**config.mk**
```make
export PLATFORM = sky130hd
export DESIGN_NAME = fb_write_combiner
export DESIGN_NICKNAME = d
export VERILOG_FILES = /design/src/rtl/fb_write_combiner.sv
export SDC_FILE = /design/constraint.sdc
export NUM_CORES = 1
export LEC_CHECK = 0
export ABC_AREA = 1
export BUFFER_PORTS_ARGS = -buffer_cell sky130_fd_sc_hd__buf_2
export CAP_MARGIN = 25
export CELL_PAD_IN_SITES_DETAIL_PLACEMENT = 1
export CELL_PAD_IN_SITES_GLOBAL_PLACEMENT = 1
export CORE_MARGIN = 1
export CORE_UTILIZATION = 47
export DETAILED_ROUTE_END_ITERATION = 6
export PLACE_DENSITY = 0.81
export SYNTH_ARGS = -nofsm -noshare
export SYNTH_HDL_FRONTEND = slang
export SYNTH_SLANG_ARGS = --single-unit
```
**constraint.sdc**
```tcl
create_clock -name clk -period 6.1 [get_ports clk]
set_input_delay 0.915 -clock clk [delete_from_list [all_inputs] [get_ports clk]]
set_output_delay 0.915 -clock clk [all_outputs]
set_load 0.05 [all_outputs]
```
**src/rtl/fb_write_combiner.sv**
```systemverilog
`default_nettype none
// ============================================================================
//  Module      : fb_write_combiner
//  Description : Framebuffer write stage. Clips fragments to the framebuffer,
//                converts X/Y to RGB565 byte addresses, coalesces horizontally
//                contiguous pixels into bursts and issues each burst as a
//                command followed by its write-data beats.
//  Revision    : 1.0 - initial release
// ============================================================================
module fb_write_combiner #(
    parameter int  FB_WIDTH  = 640,
    parameter int  FB_HEIGHT = 480,
    parameter int  ADDR_W    = 24,
    parameter int  MAX_BURST = 16,
    parameter int  TIMEOUT   = 32,
    localparam int LEN_W     = $clog2(MAX_BURST + 1)
) (
    input  logic              clk,
    input  logic              rst_n,
    input  logic [15:0]       frag_x,
    input  logic [15:0]       frag_y,
    input  logic [15:0]       frag_color,
    input  logic              frag_valid,
    output logic              frag_ready,
    input  logic [ADDR_W-1:0] fb_base,
    input  logic              flush,
    output logic              mem_cmd_valid,
    input  logic              mem_cmd_ready,
    output logic [ADDR_W-1:0] mem_cmd_addr,
    output logic [LEN_W-1:0]  mem_cmd_len,
    output logic [15:0]       mem_wdata,
    output logic              mem_wvalid,
    input  logic              mem_wready,
    output logic              mem_wlast,
    output logic              idle,
    output logic [15:0]       clip_count
);

    localparam int IDX_W = (MAX_BURST > 1) ? $clog2(MAX_BURST) : 1;
    localparam int TMR_W = $clog2(TIMEOUT + 1);

    localparam logic [15:0]      c_fb_width  = 16'(FB_WIDTH);
    localparam logic [15:0]      c_fb_height = 16'(FB_HEIGHT);
    localparam logic [LEN_W-1:0] c_max_len   = LEN_W'(MAX_BURST);
    localparam logic [TMR_W-1:0] c_timeout   = TMR_W'(TIMEOUT);

    typedef enum logic [1:0] {
        ST_COLLECT = 2'd0,
        ST_CMD     = 2'd1,
        ST_DATA    = 2'd2
    } state_t;

    state_t            state_q, state_d;
    logic [LEN_W-1:0]  count_q, count_d;
    logic [TMR_W-1:0]  timer_q, timer_d;
    logic [ADDR_W-1:0] base_addr_q, base_addr_d;
    logic [IDX_W-1:0]  idx_q, idx_d;
    logic [15:0]       clip_count_q, clip_count_d;
    logic [15:0]       pix_buf_q [MAX_BURST];

    logic [ADDR_W-1:0] w_lin;
    logic [ADDR_W-1:0] w_addr;
    logic [ADDR_W-1:0] w_next_addr;
    logic              w_clipped;
    logic              w_mergeable;
    logic              w_accept;
    logic              w_blocked;
    logic              w_buf_we;
    logic [IDX_W-1:0]  w_wr_idx;
    logic              w_last_beat;

    // Fragment address, clip test and merge test against the open burst.
    // The address math is done in ADDR_W bits so it wraps modulo 2^ADDR_W.
    always_comb begin
        w_lin       = ADDR_W'(frag_y) * ADDR_W'(FB_WIDTH) + ADDR_W'(frag_x);
        w_addr      = fb_base + (w_lin << 1);
        w_next_addr = base_addr_q + (ADDR_W'(count_q) << 1);
        w_clipped   = (frag_x >= c_fb_width) || (frag_y >= c_fb_height);
        w_mergeable = (count_q == '0) ||
                      ((w_addr == w_next_addr) && (count_q < c_max_len));
        frag_ready  = (state_q == ST_COLLECT) &&
                      (!frag_valid || w_clipped || w_mergeable);
        w_accept    = frag_valid && frag_ready;
        // An in-bounds pixel that cannot join the burst forces it out and waits.
        w_blocked   = (state_q == ST_COLLECT) && frag_valid &&
                      !w_clipped && !w_mergeable;
        w_wr_idx    = count_q[IDX_W-1:0];
        w_last_beat = (LEN_W'(idx_q) == (count_q - LEN_W'(1)));
    end

    // Next-state and handshake outputs for the collect / command / data sequence.
    always_comb begin
        state_d       = state_q;
        count_d       = count_q;
        timer_d       = timer_q;
        base_addr_d   = base_addr_q;
        idx_d         = idx_q;
        clip_count_d  = clip_count_q;
        w_buf_we      = 1'b0;
        mem_cmd_valid = 1'b0;
        mem_wvalid    = 1'b0;
        mem_wlast     = 1'b0;

        case (state_q)
            ST_COLLECT: begin
                if (w_accept && w_clipped && (clip_count_q != 16'hFFFF)) begin
                    clip_count_d = clip_count_q + 16'd1;
                end

                if (w_accept && !w_clipped) begin
                    w_buf_we = 1'b1;
                    if (count_q == '0) begin
                        base_addr_d = w_addr;
                    end
                    count_d = count_q + LEN_W'(1);
                    timer_d = '0;
                end else if (!w_accept && (count_q != '0) && (timer_q != c_timeout)) begin
                    // Clipped accepts leave the timer alone; only true idle cycles age it.
                    timer_d = timer_q + TMR_W'(1);
                end

                // A full burst is detected on the registered count, so the
                // command appears one cycle after the completing accept.
                if ((count_d != '0) &&
                    ((count_q == c_max_len) || w_blocked || flush ||
                     (timer_q == c_timeout))) begin
                    state_d = ST_CMD;
                end
            end

            ST_CMD: begin
                mem_cmd_valid = 1'b1;
                if (mem_cmd_ready) begin
                    state_d = ST_DATA;
                    idx_d   = '0;
                end
            end

            ST_DATA: begin
                mem_wvalid = 1'b1;
                mem_wlast  = w_last_beat;
                if (mem_wready) begin
                    if (w_last_beat) begin
                        state_d = ST_COLLECT;
                        count_d = '0;
                        timer_d = '0;
                    end else begin
                        idx_d = idx_q + IDX_W'(1);
                    end
                end
            end

            default: begin
                state_d = ST_COLLECT;
            end
        endcase
    end

    // Control registers; reset abandons any buffered pixels.
    always_ff @(posedge clk or negedge rst_n) begin
        if (!rst_n) begin
            state_q      <= ST_COLLECT;
            count_q      <= '0;
            timer_q      <= '0;
            base_addr_q  <= '0;
            idx_q        <= '0;
            clip_count_q <= '0;
        end else begin
            state_q      <= state_d;
            count_q      <= count_d;
            timer_q      <= timer_d;
            base_addr_q  <= base_addr_d;
            idx_q        <= idx_d;
            clip_count_q <= clip_count_d;
        end
    end

    // Pixel storage; contents are only meaningful below count_q, so no reset.
    always_ff @(posedge clk) begin
        if (w_buf_we) begin
            pix_buf_q[w_wr_idx] <= frag_color;
        end
    end

    assign mem_cmd_addr = base_addr_q;
    assign mem_cmd_len  = count_q;
    assign mem_wdata    = pix_buf_q[idx_q];
    assign idle         = (state_q == ST_COLLECT) && (count_q == '0);
    assign clip_count   = clip_count_q;

endmodule
`default_nettype wire

```
==> results_tabular.tex <==
\begin{tabular}{lr}
\hline
Metric & Value \\
\hline
\multicolumn{2}{l}{\textbf{CTS}} \\
\quad Count of H-tree levels built during CTS & 1 \\
\quad Clk\_lat worst skew & approximately 0.58 ns \\
\quad TritonCTS clock tree & done \\
\quad Buffer levels on the longest clock path & 3 \\
\quad Clock sink total & 313 \\
\quad Number of buffers created by CTS & 31 \\
\quad Worst-path clk slew & about 0.060 ns \\
\quad Clock root cell & sky130\_fd\_sc\_hd\_\_clkbuf\_16 \\
\multicolumn{2}{l}{\textbf{Setup path}} \\
\quad Type of element capturing the critical path & primary output \\
\quad Setup CP Type & in -> out \\
\quad Worst Path Required & between 5 and 6 ns \\
\quad Kind of launch point of the worst setup path & input port \\
\quad Cell type with the highest occurrence count on the critical path & sky130\_fd\_sc\_hd\_\_a21oi\_2 \\
\quad Cell with the largest stage delay on the worst path & sky130\_fd\_sc\_hd\_\_fa\_2 \\
\quad Largest fanout on the critical path & 4 \\
\quad Critical path arrival & 5.27 ns \\
\quad Maximum single-stage delay on the critical path & approximately 0.35 ns \\
\multicolumn{2}{l}{\textbf{Timing}} \\
\quad Number of hold violations in the final report & 0 \\
\quad Unrepaired setup endpoints after global routing & yes \\
\quad Final setup vio count & 1 \\
\quad Post-route minimum period & 6.18 ns \\
\quad Number of pins exceeding their max-slew limit in the final report & 0 \\
\quad Final period util & 1.01 \\
\quad Slew margin rel. & 0.380 \\
\quad Final worst hold slack & between 0.5 and 0.6 ns \\
\quad Worst clock skew on the final layout & roughly 0.020 ns \\
\quad Post-layout worst setup margin & -0.0801 ns \\
\quad Highest Clock Rate & between 0.15 and 0.2 GHz \\
\quad Tightest Pin Transition & around 0.93 ns \\
\multicolumn{2}{l}{\textbf{Global routing}} \\
\quad Initial antenna violation count & 2 \\
\quad Aggregate global-route resource usage & 0.293 \\
\quad Wire length of the first global-routing pass & 86100 um \\
\quad Pin count of the biggest net entering global routing & about 110 \\
\quad Vias in the first global route & 16000 \\
\quad Total gr overflow & 0 \\
\multicolumn{2}{l}{\textbf{Final layout}} \\
\quad Area added between synthesis and finish & 20.2\% \\
\quad Most common library cell in the layout ignoring fill and taps & sky130\_fd\_sc\_hd\_\_nand2\_1 \\
\quad Share of post-route cells with drive strength above 1 & 0.202 \\
\quad End-of-flow core utilization & 0.578 \\
\quad Commonest cells after routing, fill and taps aside & sky130\_fd\_sc\_hd\_\_nand2\_1, sky130\_fd\_sc\_hd\_\_edfxtp\_1, sky130\_fd\_sc\_hd\_\_inv\_1, sky130\_fd\_sc\_hd\_\_nor2\_1, sky130\_fd\_sc\_hd\_\_buf\_2 \\
\quad Nets@finish & around 2300 \\
\quad Final instance area & 20700 sq um \\
\multicolumn{2}{l}{\textbf{Detailed routing}} \\
\quad Vias & between 10000 and 15000 \\
\quad Initial detailed-routing violation count & roughly 800 \\
\quad Routed wire length & between 50000 and 60000 um \\
\quad Antenna-violating nets left & 0 \\
\quad Number of detailed-route iterations in the first pass & 7 \\
\quad DRC & 6 \\
\quad Average wire per cell in the routed design & between 20 and 25 um \\
\quad Average via count per standard cell & 5.63 \\
\multicolumn{2}{l}{\textbf{Floorplan}} \\
\quad Area of the core & roughly 36000 sq um \\
\quad Boundary pin count & 144 \\
\quad Initial standard-cell utilization of the core & 0.481 \\
\quad Die area & between 30000 and 40000 sq um \\
\quad Floorplan row count & 69 \\
\quad Die boundary width & approximately 190 um \\
\quad Height of the die & between 150 and 200 um \\
\multicolumn{2}{l}{\textbf{Placement}} \\
\quad Detailed-placement wirelength estimate & 39000 um \\
\quad Final weighted congestion in routability-driven placement & a little under 0.9 \\
\quad Worst-case setup slack after placement & -0.535 ns \\
\quad Placed Area & $\sim$19000 sq um \\
\quad Number of buffers added on ports & about 140 \\
\multicolumn{2}{l}{\textbf{Yosys}} \\
\quad Sequential fraction of the synthesis area & 0.529 \\
\quad Count of flip-flops with a built-in enable after synthesis & around 260 \\
\quad Share of synthesized flip-flops with an asynchronous set or reset & 0.182 \\
\quad Post-synth net total & a little over 2000 \\
\quad Cell count after synthesis & around 1900 \\
\quad Yosys warns & 0 \\
\quad Top flip-flop cell by instance count after synthesis & sky130\_fd\_sc\_hd\_\_edfxtp\_1 \\
\quad Average instance area after synthesis & 9.10 sq um \\
\quad Netlist area before placement & 17200 sq um \\
\quad Number of synthesized register bits & between 300 and 400 \\
\quad Netlist cell types & 53 \\
\multicolumn{2}{l}{\textbf{Power and ir drop}} \\
\quad Total Power Consumption & roughly 8100 uW \\
\quad Leakage & between 0.009 and 0.01 uW \\
\quad Peak supply drop & $\sim$0.26 mV \\
\quad Power density over cell area & 391 nW/um\^{}2 \\
\multicolumn{2}{l}{\textbf{Job}} \\
\quad Number of maximum-capacitance constraint violations & 0 \\
\multicolumn{2}{l}{\textbf{Outcome}} \\
\quad Outcome & finished with violations \\
\quad Violated checks & DRC, setup timing \\
\multicolumn{2}{l}{\textbf{Min path}} \\
\quad Path category of the worst min-delay check & reg -> reg \\
\hline
\end{tabular}
-- kinds of logic (layout without fill, tap and decap cells) --
group                      after synthesis  after routing  share of synthesized area
AOI/OAI and AO/OA                      278            278                     0.0968
xor gates and xnor gates                52             52                     0.0264
adders and majority gates               78             78                     0.0584
buffers and inverters                  249            516                     0.0568
DFF                                    313            313                      0.529
other                                    0              2                          0
and+or+nand+nor                        924            924                      0.233
-- path summary, 6_finish.rpt --
path / endpoint / startpoint / slack [ns] / cells after the start
max: frag_ready / frag_y[3] / -0.08 / 31
min: clip_count[14] / clip_count[14] / 0.50 / 1
max reg2reg: pix_buf_q[2][0] / mem_cmd_len[0] / 1.96 / 23
min reg2reg: clip_count[14] / clip_count[14] / 0.50 / 1
max in group asynchronous: idx_q[0] / rst_n / 4.96 / 2
min in group asynchronous: clip_count[14] / rst_n / 0.51 / 2
-- synthesized netlist by cell type, drive strengths merged (23+ instances only) --
library cell	count	area share
a21oi	78	0.024
clkbuf	48	0.010
dfrtp	57	0.083
edfxtp	256	0.45
ha	74	0.054
inv	193	0.042
nand2	528	0.12
nand3	131	0.039
nand4	49	0.018
nor2	170	0.039
nor3	23	0.0076
o21ai	134	0.043
xor2	31	0.016
-- per-layer routing --
| metal | wire length [um] | GRT usage | part of all wire | vias up |
|---|---|---|---|---|
| li1 | - | - | - | 6967 |
| met1 | 21500 | 0.328 | 0.39 | 7362 |
| met2 | 30100 | 0.572 | 0.55 | 335 |
| met3 | 1920 | 0.0295 | 0.035 | 98 |
| met4 | 1660 | 0.103 | 0.030 | 0 |
| met5 | 0 | 0 | 0 | - |
-- metrics by stage --
step | instances | TNS [ns]
2_1_floorplan | 1894 | -30.41
3_3_place_gp | 2559 | -25.00
3_5_place_dp | 2560 | -104.82
4_1_cts | 2618 | -0.0857
5_1_grt | 2624 | -0.538
6_report | 2624 | -0.0801
-- what timing repair did --
item / in CTS / in global routing
setup buffers: 2 / 3
pin swaps: 23 / 23
setup endpoints to repair: 1 / 17
resized for setup: 47 / 22
hold buffers: 0 / 0
-- critical path, delay by kind of cell --
kind                     cells  cell delay (ns)
buffers and inverters        6             0.54
AO/OA/AOI/OAI                7             1.18
adder cells (fa/ha/maj)      5             1.38
XOR/XNOR                     2             0.33
AND/OR/NAND/NOR             11             0.94
-- flip-flops by register name (all words and copies together) (netlist names) --
signal	flops
clip_count	16
idx_q	4
mem_cmd_len	5
timer_q	6
state_q	2
pix_buf_q	256
mem_cmd_addr	24
-- where the power goes --
group | total [uW] | switching [uW] | internal [uW]
Combinational | 3720 | 2540 | 1190
Clock | 1870 | 811 | 1060
Sequential | 2520 | 149 | 2370
Total | 8110 | 3500 | 4610
-- final cells by class --
type,instances,area [sq um]
fillers,4133,15100
flip-flops and latches,313,9120
multi-input cells,1332,7460
repair buffers,266,1850
clock buffers,37,798
inverters,194,732
well taps,461,577
clock inverters,19,174
diodes,2,5.00
Note: power is estimated with default switching activity, not from simulation.
